$ cat src/rtl/stream_pack_acc.sv
// Lane accumulator for stream_pack_src: writes narrow words into ascending lanes,
// tracks keep/last, and raises close on a full lane set, a last word, or idle timeout.
module stream_pack_acc #(
    parameter int DATA_W  = 8,
    parameter int RATIO   = 4,
    parameter int TIMEOUT = 16
) (
    input  logic                    clk_i,
    input  logic                    rst_ni,
    input  logic [DATA_W-1:0]       data_i,
    input  logic                    last_i,
    input  logic                    accept_i,
    input  logic                    fill_i,
    input  logic                    clear_i,
    output logic                    close_o,
    output logic [RATIO*DATA_W-1:0] beat_data_o,
    output logic [RATIO-1:0]        beat_keep_o,
    output logic                    beat_last_o
);

    localparam int CNT_W = $clog2(RATIO);
    localparam int TO_W  = (TIMEOUT > 0) ? $clog2(TIMEOUT + 1) : 1;
    localparam logic [CNT_W-1:0] LANE_LAST = CNT_W'(RATIO - 1);
    localparam logic [TO_W-1:0]  IDLE_LAST = TO_W'((TIMEOUT > 0) ? TIMEOUT - 1 : 0);
    localparam logic [TO_W-1:0]  IDLE_MAX  = '1;

    logic [RATIO*DATA_W-1:0] data_q;
    logic [RATIO-1:0]        keep_q;
    logic                    last_q;
    logic [CNT_W-1:0]        cnt_q;
    logic [TO_W-1:0]         idle_q;
    logic                    idle_close;

    // The beat view already contains the word accepted on this edge, so a
    // closing word can go straight to the output register without a bubble.
    // NOTE: every always_comb output gets a default first so no latch is inferred.
    always_comb begin
        beat_data_o = data_q;
        beat_keep_o = keep_q;
        beat_last_o = last_q | (accept_i & last_i);
        for (int k = 0; k < RATIO; k++) begin
            if (accept_i && (cnt_q == CNT_W'(k))) begin
                beat_data_o[k*DATA_W +: DATA_W] = data_i;
                beat_keep_o[k]                  = 1'b1;
            end
        end
        idle_close = (TIMEOUT > 0) && fill_i && !accept_i &&
                     (cnt_q != '0) && (idle_q == IDLE_LAST);
        close_o    = (accept_i && ((cnt_q == LANE_LAST) || last_i)) || idle_close;
    end

    // NOTE: sequential state uses non-blocking assignments only.
    always_ff @(posedge clk_i or negedge rst_ni) begin
        if (!rst_ni) begin
            data_q <= '0;
            keep_q <= '0;
            last_q <= 1'b0;
            cnt_q  <= '0;
        end else if (clear_i) begin
            data_q <= '0;
            keep_q <= '0;
            last_q <= 1'b0;
            cnt_q  <= '0;
        end else if (accept_i) begin
            data_q <= beat_data_o;
            keep_q <= beat_keep_o;
            last_q <= beat_last_o;
            cnt_q  <= cnt_q + CNT_W'(1);
        end
    end

    // Idle counter only runs while a partial beat is waiting in FILL.
    always_ff @(posedge clk_i or negedge rst_ni) begin
        if (!rst_ni) begin
            idle_q <= '0;
        end else if (clear_i || accept_i || close_o || (cnt_q == '0)) begin
            idle_q <= '0;
        end else if (fill_i && (idle_q != IDLE_MAX)) begin
            idle_q <= idle_q + TO_W'(1);
        end
    end

endmodule

$ cat src/rtl/stream_pack_src.sv
// Width-up packer feeding the two-phase CDC source side: RATIO narrow words per
// wide beat, with an output register and a FILL/HELD accumulator control.
module stream_pack_src #(
    parameter int DATA_W  = 8,
    parameter int RATIO   = 4,
    parameter int TIMEOUT = 16
) (
    input  logic                    clk_i,
    input  logic                    rst_ni,
    input  logic [DATA_W-1:0]       in_data_i,
    input  logic                    in_valid_i,
    input  logic                    in_last_i,
    output logic                    in_ready_o,
    output logic [RATIO*DATA_W-1:0] out_data_o,
    output logic [RATIO-1:0]        out_keep_o,
    output logic                    out_last_o,
    output logic                    out_valid_o,
    input  logic                    out_ready_i
);

    typedef enum logic {
        FILL = 1'b0,
        HELD = 1'b1
    } state_e;

    state_e                  state_q, state_d;
    logic                    accept;
    logic                    close;
    logic                    obuf_free;
    logic                    transfer;
    logic [RATIO*DATA_W-1:0] beat_data;
    logic [RATIO-1:0]        beat_keep;
    logic                    beat_last;

    // Ready depends on registered state only, never on out_ready_i.
    assign in_ready_o = (state_q == FILL);
    assign accept     = in_valid_i && in_ready_o;
    assign obuf_free  = !out_valid_o || out_ready_i;

    stream_pack_acc #(
        .DATA_W  (DATA_W),
        .RATIO   (RATIO),
        .TIMEOUT (TIMEOUT)
    ) u_acc (
        .clk_i       (clk_i),
        .rst_ni      (rst_ni),
        .data_i      (in_data_i),
        .last_i      (in_last_i),
        .accept_i    (accept),
        .fill_i      (state_q == FILL),
        .clear_i     (transfer),
        .close_o     (close),
        .beat_data_o (beat_data),
        .beat_keep_o (beat_keep),
        .beat_last_o (beat_last)
    );

    always_comb begin
        state_d  = state_q;
        transfer = 1'b0;
        unique case (state_q)
            FILL: begin
                if (close) begin
                    if (obuf_free) transfer = 1'b1;
                    else           state_d  = HELD;
                end
            end
            HELD: begin
                // obuf is necessarily valid here, so ready means it drains now.
                if (out_ready_i) begin
                    transfer = 1'b1;
                    state_d  = FILL;
                end
            end
            default: state_d = FILL;
        endcase
    end

    always_ff @(posedge clk_i or negedge rst_ni) begin
        if (!rst_ni) state_q <= FILL;
        else         state_q <= state_d;
    end

    always_ff @(posedge clk_i or negedge rst_ni) begin
        if (!rst_ni) begin
            out_data_o  <= '0;
            out_keep_o  <= '0;
            out_last_o  <= 1'b0;
            out_valid_o <= 1'b0;
        end else if (transfer) begin
            out_data_o  <= beat_data;
            out_keep_o  <= beat_keep;
            out_last_o  <= beat_last;
            out_valid_o <= 1'b1;
        end else if (out_ready_i) begin
            out_data_o  <= '0;
            out_keep_o  <= '0;
            out_last_o  <= 1'b0;
            out_valid_o <= 1'b0;
        end
    end

endmodule

$ cat config.mk
export PLATFORM = sky130hd
export DESIGN_NAME = stream_pack_src
export DESIGN_NICKNAME = d
export VERILOG_FILES = /design/src/rtl/stream_pack_acc.sv /design/src/rtl/stream_pack_src.sv
export SDC_FILE = /design/constraint.sdc
export NUM_CORES = 1
export LEC_CHECK = 0
export CAP_MARGIN = 20
export CORE_ASPECT_RATIO = 1.75
export CORE_MARGIN = 1.5
export CORE_UTILIZATION = 41
export CTS_BUF_LIST = sky130_fd_sc_hd__clkbuf_2
export CTS_CLUSTER_DIAMETER = 150
export CTS_CLUSTER_SIZE = 8
export DETAILED_ROUTE_END_ITERATION = 8
export PLACE_DENSITY = 0.71
export SLEW_MARGIN = 20
export SYNTH_ARGS = -nofsm -noshare
export SYNTH_HDL_FRONTEND = slang
export SYNTH_SLANG_ARGS = --single-unit
$ cat constraint.sdc
create_clock -name clk_i -period 2.65 [get_ports clk_i]
set_input_delay 0.6625 -clock clk_i [delete_from_list [all_inputs] [get_ports clk_i]]
set_output_delay 0.6625 -clock clk_i [all_outputs]
set_load 0.03 [all_outputs]
==> run_results.csv <==
group,metric,value,unit
setup_path,cp-start-kind,"flop",
timing,relSlewSlack,0.645,
layout,utilization,0.514,
grt,antenna_found_initial,0,
placed_design,port_buffers,51,
grt,grt-ovfl-total,0,
yosys,ys_seq_area_frac,0.592,
layout,area.sequential,2080,µm²
setup_path,arrival,1.83,ns
timing,fin_crit,2.49,ns
clock_tree,cts_inserted_buffers,9,
detailed_routing,drt-pass1-iter-count,5,
yosys,synth_flop_cell,"dfrtp_1",
clock_tree,cts_tree,"done",
timing,worst_pin_slew,0.533,ns
layout,nNetsFinal,381,
outcome,status,"finished clean",
power_and_ir_drop,p_per_area,865,nW/µm²
power_and_ir_drop,finalPower,3.70,mW
yosys,async_flop_share,1.00,
detailed_routing,drc_errors,0,
timing,clock.fmax,401,MHz
timing,final.setup.worst_slack,0.156,ns
die,fp.dieW,72.9,µm
setup_path,cp.required,1.99,ns
power_and_ir_drop,p_leak,2.09,nW
hold_path,holdCritPathClass,"input port to asynchronous set/reset pin",
yosys,avgSynthCellArea,11.5,µm²
yosys,synth_top_area_frac,0.592,
yosys,yosys_warnings,0,
yosys,syn_inst,304,
job,drv_cap,0,
clock_tree,clkLatencyLatePin,0.53,ns
layout,drive_gt1_frac,0.0929,
detailed_routing,antenna_left,0,
grt,grt_max_degree,55,
power_and_ir_drop,irDropWorstVdd,0.353,mV
detailed_routing,wl,7560,µm
yosys,synth_common_cells,"83 x dfrtp_1, 47 x nor2_1, 37 x nand3b_1, 32 x mux2i_1, 31 x o21ai_1",
clock_tree,hold_buffers,0,
yosys,syn_area,3510,µm²
clock_tree,post_cts_buffers,0,
yosys,synth_most_common_cell,"dfrtp_1",
detailed_routing,dr.first_iter.drc_count,126,
grt,grt_pass1_vias,2436,
die,fp.dieArea,9140,µm²
clock_tree,cts-root-buf,"clkbuf_2",
layout,area_growth,21.8,%
layout,n_fill_cell,793,
die,row_count,44,
clock_tree,clockBufferDepth,2,
timing,finalSetupTns,0,ns
placed_design,gp_congestion,0.797,
yosys,ys_seq_elements,83,
timing,fin_crit_sh,0.941,
yosys,synth_nets,324,
grt,grt_use_total,0.183,
timing,grt_setup_unrepaired,"no",
timing,fin_skew,0.0226,ns
die,core_region_area,8310,µm²
clock_tree,path_clk_slew,0.22,ns
grt,grt_pass1_wl,12500,µm
placed_design,hpwl,5270,µm
yosys,synth-edff-count,0,
yosys,synthDistinctLibCells,27,
detailed_routing,vias,2433,
clock_tree,clock-sinks,83,
placed_design,dp_cells,465,
placed_design,dpl_worst_slack,0.211,ns
timing,slew_viol_final,0,
die,io_pins,52,
timing,setup_viol,0,
detailed_routing,via_per_inst,5.06,
setup_path,cp-end-kind,"primary output",
layout,antennaDiodeCount,0,
die,initial_core_util,0.422,
layout,instances_no_fill,481,
clock_tree,htree_levels,3,
layout,multiInputGateArea,1300,µm²
yosys,synth.area.top_cells,"dfrtp_1 59%, mux2i_1 9.1%, nand3b_1 7.9%",
setup_path,crit_path_max_fanout,11,
die,fp.dieH,125,µm
setup_path,worstSetupPathType,"flop to primary output",
setup_path,r2r_slack,0.45,ns
timing,finalHoldViolations,0,
detailed_routing,wire_per_inst,15.7,µm
yosys,synth_largest_area_cell,"dfrtp_1",
==> layout make-up <==
| type | instances | share of cell area |
|---|---|---|
| sequential | 83 | 0.486 |
| multi-input combinational | 197 | 0.305 |
| timing repair buffer | 64 | 0.145 |
| tap | 115 | 0.0337 |
| clock inverter | 6 | 0.0132 |
| clock buffer | 10 | 0.0117 |
| inverter | 6 | 0.00527 |
==> path summary, 6_finish.rpt <==
path | from | end | cells past startpoint
worst max-delay path | state_q$_DFF_PN0_ | in_ready_o | 2
worst min-delay path | rst_ni | out_last_o$_DFFE_PN0P_ | 1
worst max register to register | u_acc.idle_q[0]$_DFFE_PN0P_ | out_data_o[8]$_DFFE_PN0P_ | 8
worst min register to register | u_acc.keep_q[2]$_DFFE_PN0P_ | u_acc.keep_q[2]$_DFFE_PN0P_ | 2
max in group asynchronous | rst_ni | u_acc.data_q[5]$_DFFE_PN0P_ | 2
min in group clk_i | u_acc.keep_q[2]$_DFFE_PN0P_ | u_acc.keep_q[2]$_DFFE_PN0P_ | 2
==> where the power goes <==
part	total (mW)	switching [mW]	internal, mW	leakage [nW]
clock	0.629	0.415	0.214	0.0691
sequential	1.73	0.160	1.57	1.12
combinational	1.34	0.807	0.529	0.898
total	3.70	1.38	2.32	2.09
==> sequential cells by signal, indices dropped and copies added, names as in the netlist <==
register / count
out_valid_o: 1
u_acc.data_q: 32
out_keep_o: 4
u_acc.keep_q: 4
out_last_o: 1
state_q: 1
out_data_o: 32
u_acc.last_q: 1
u_acc.cnt_q: 2
u_acc.idle_q: 5
==> worst max-delay path, cell delays in order (launching register included) <==
cell and delay, ns:
dfrtp_2 0.54, inv_1 0.10, clkdlybuf4s50_1 0.67
==> timing repair <==
action / in CTS / in global routing
endpoints found under the setup margin: 0 / 1
hold endpoints to repair: 0 / 0
gates resized for setup: 0 / 1
==> kinds of logic (layout without fill, tap and decap cells) <==
kind of cell               Yosys count  count (layout)  share of synthesized area
DFF                                 83              83                      0.592
buffers and inverters               24              86                     0.0392
adders and majority gates            7               7                     0.0250
and+or+nand+nor                     97              97                      0.149
muxes                               32              32                     0.0913
xor gates and xnor gates             3               3                    0.00749
AOI/OAI and AO/OA                   58              58                     0.0963
==> per-stage QoR <==
stage	hold slack, ns	cell area, µm²
2_1_floorplan	0.367	3510
3_3_place_gp	0.463	4170
3_5_place_dp	0.474	4170
4_1_cts	0.0352	4270
5_1_grt	0.0312	4270
6_report	0.0595	4270
==> layer usage <==
| metal | vias up | track usage | share of wire | routed length, µm |
|---|---|---|---|---|
| li1 | 1158 | - | - | - |
| met1 | 1221 | 0.228 | 0.42 | 3210 |
| met2 | 44 | 0.302 | 0.53 | 3990 |
| met3 | 10 | 0.0411 | 0.032 | 239 |
| met4 | 0 | 0.0733 | 0.016 | 123 |
| met5 | - | 0 | 0 | 0 |
==> cells in the final DEF, fill, tap and decap left out, drive strengths merged, types with 2 or more instances in the layout <==
cell type      count
nand3b            37
clkbuf            10
inv                6
nor2b              2
nor2              47
o21ai             42
xor2               2
dfrtp             83
nand2              7
a21oi             10
clkinv             4
clkdlybuf4s50     50
ha                 7
mux2i             32
buf               14
No activity file was read; power rests on OpenSTA's default activity.
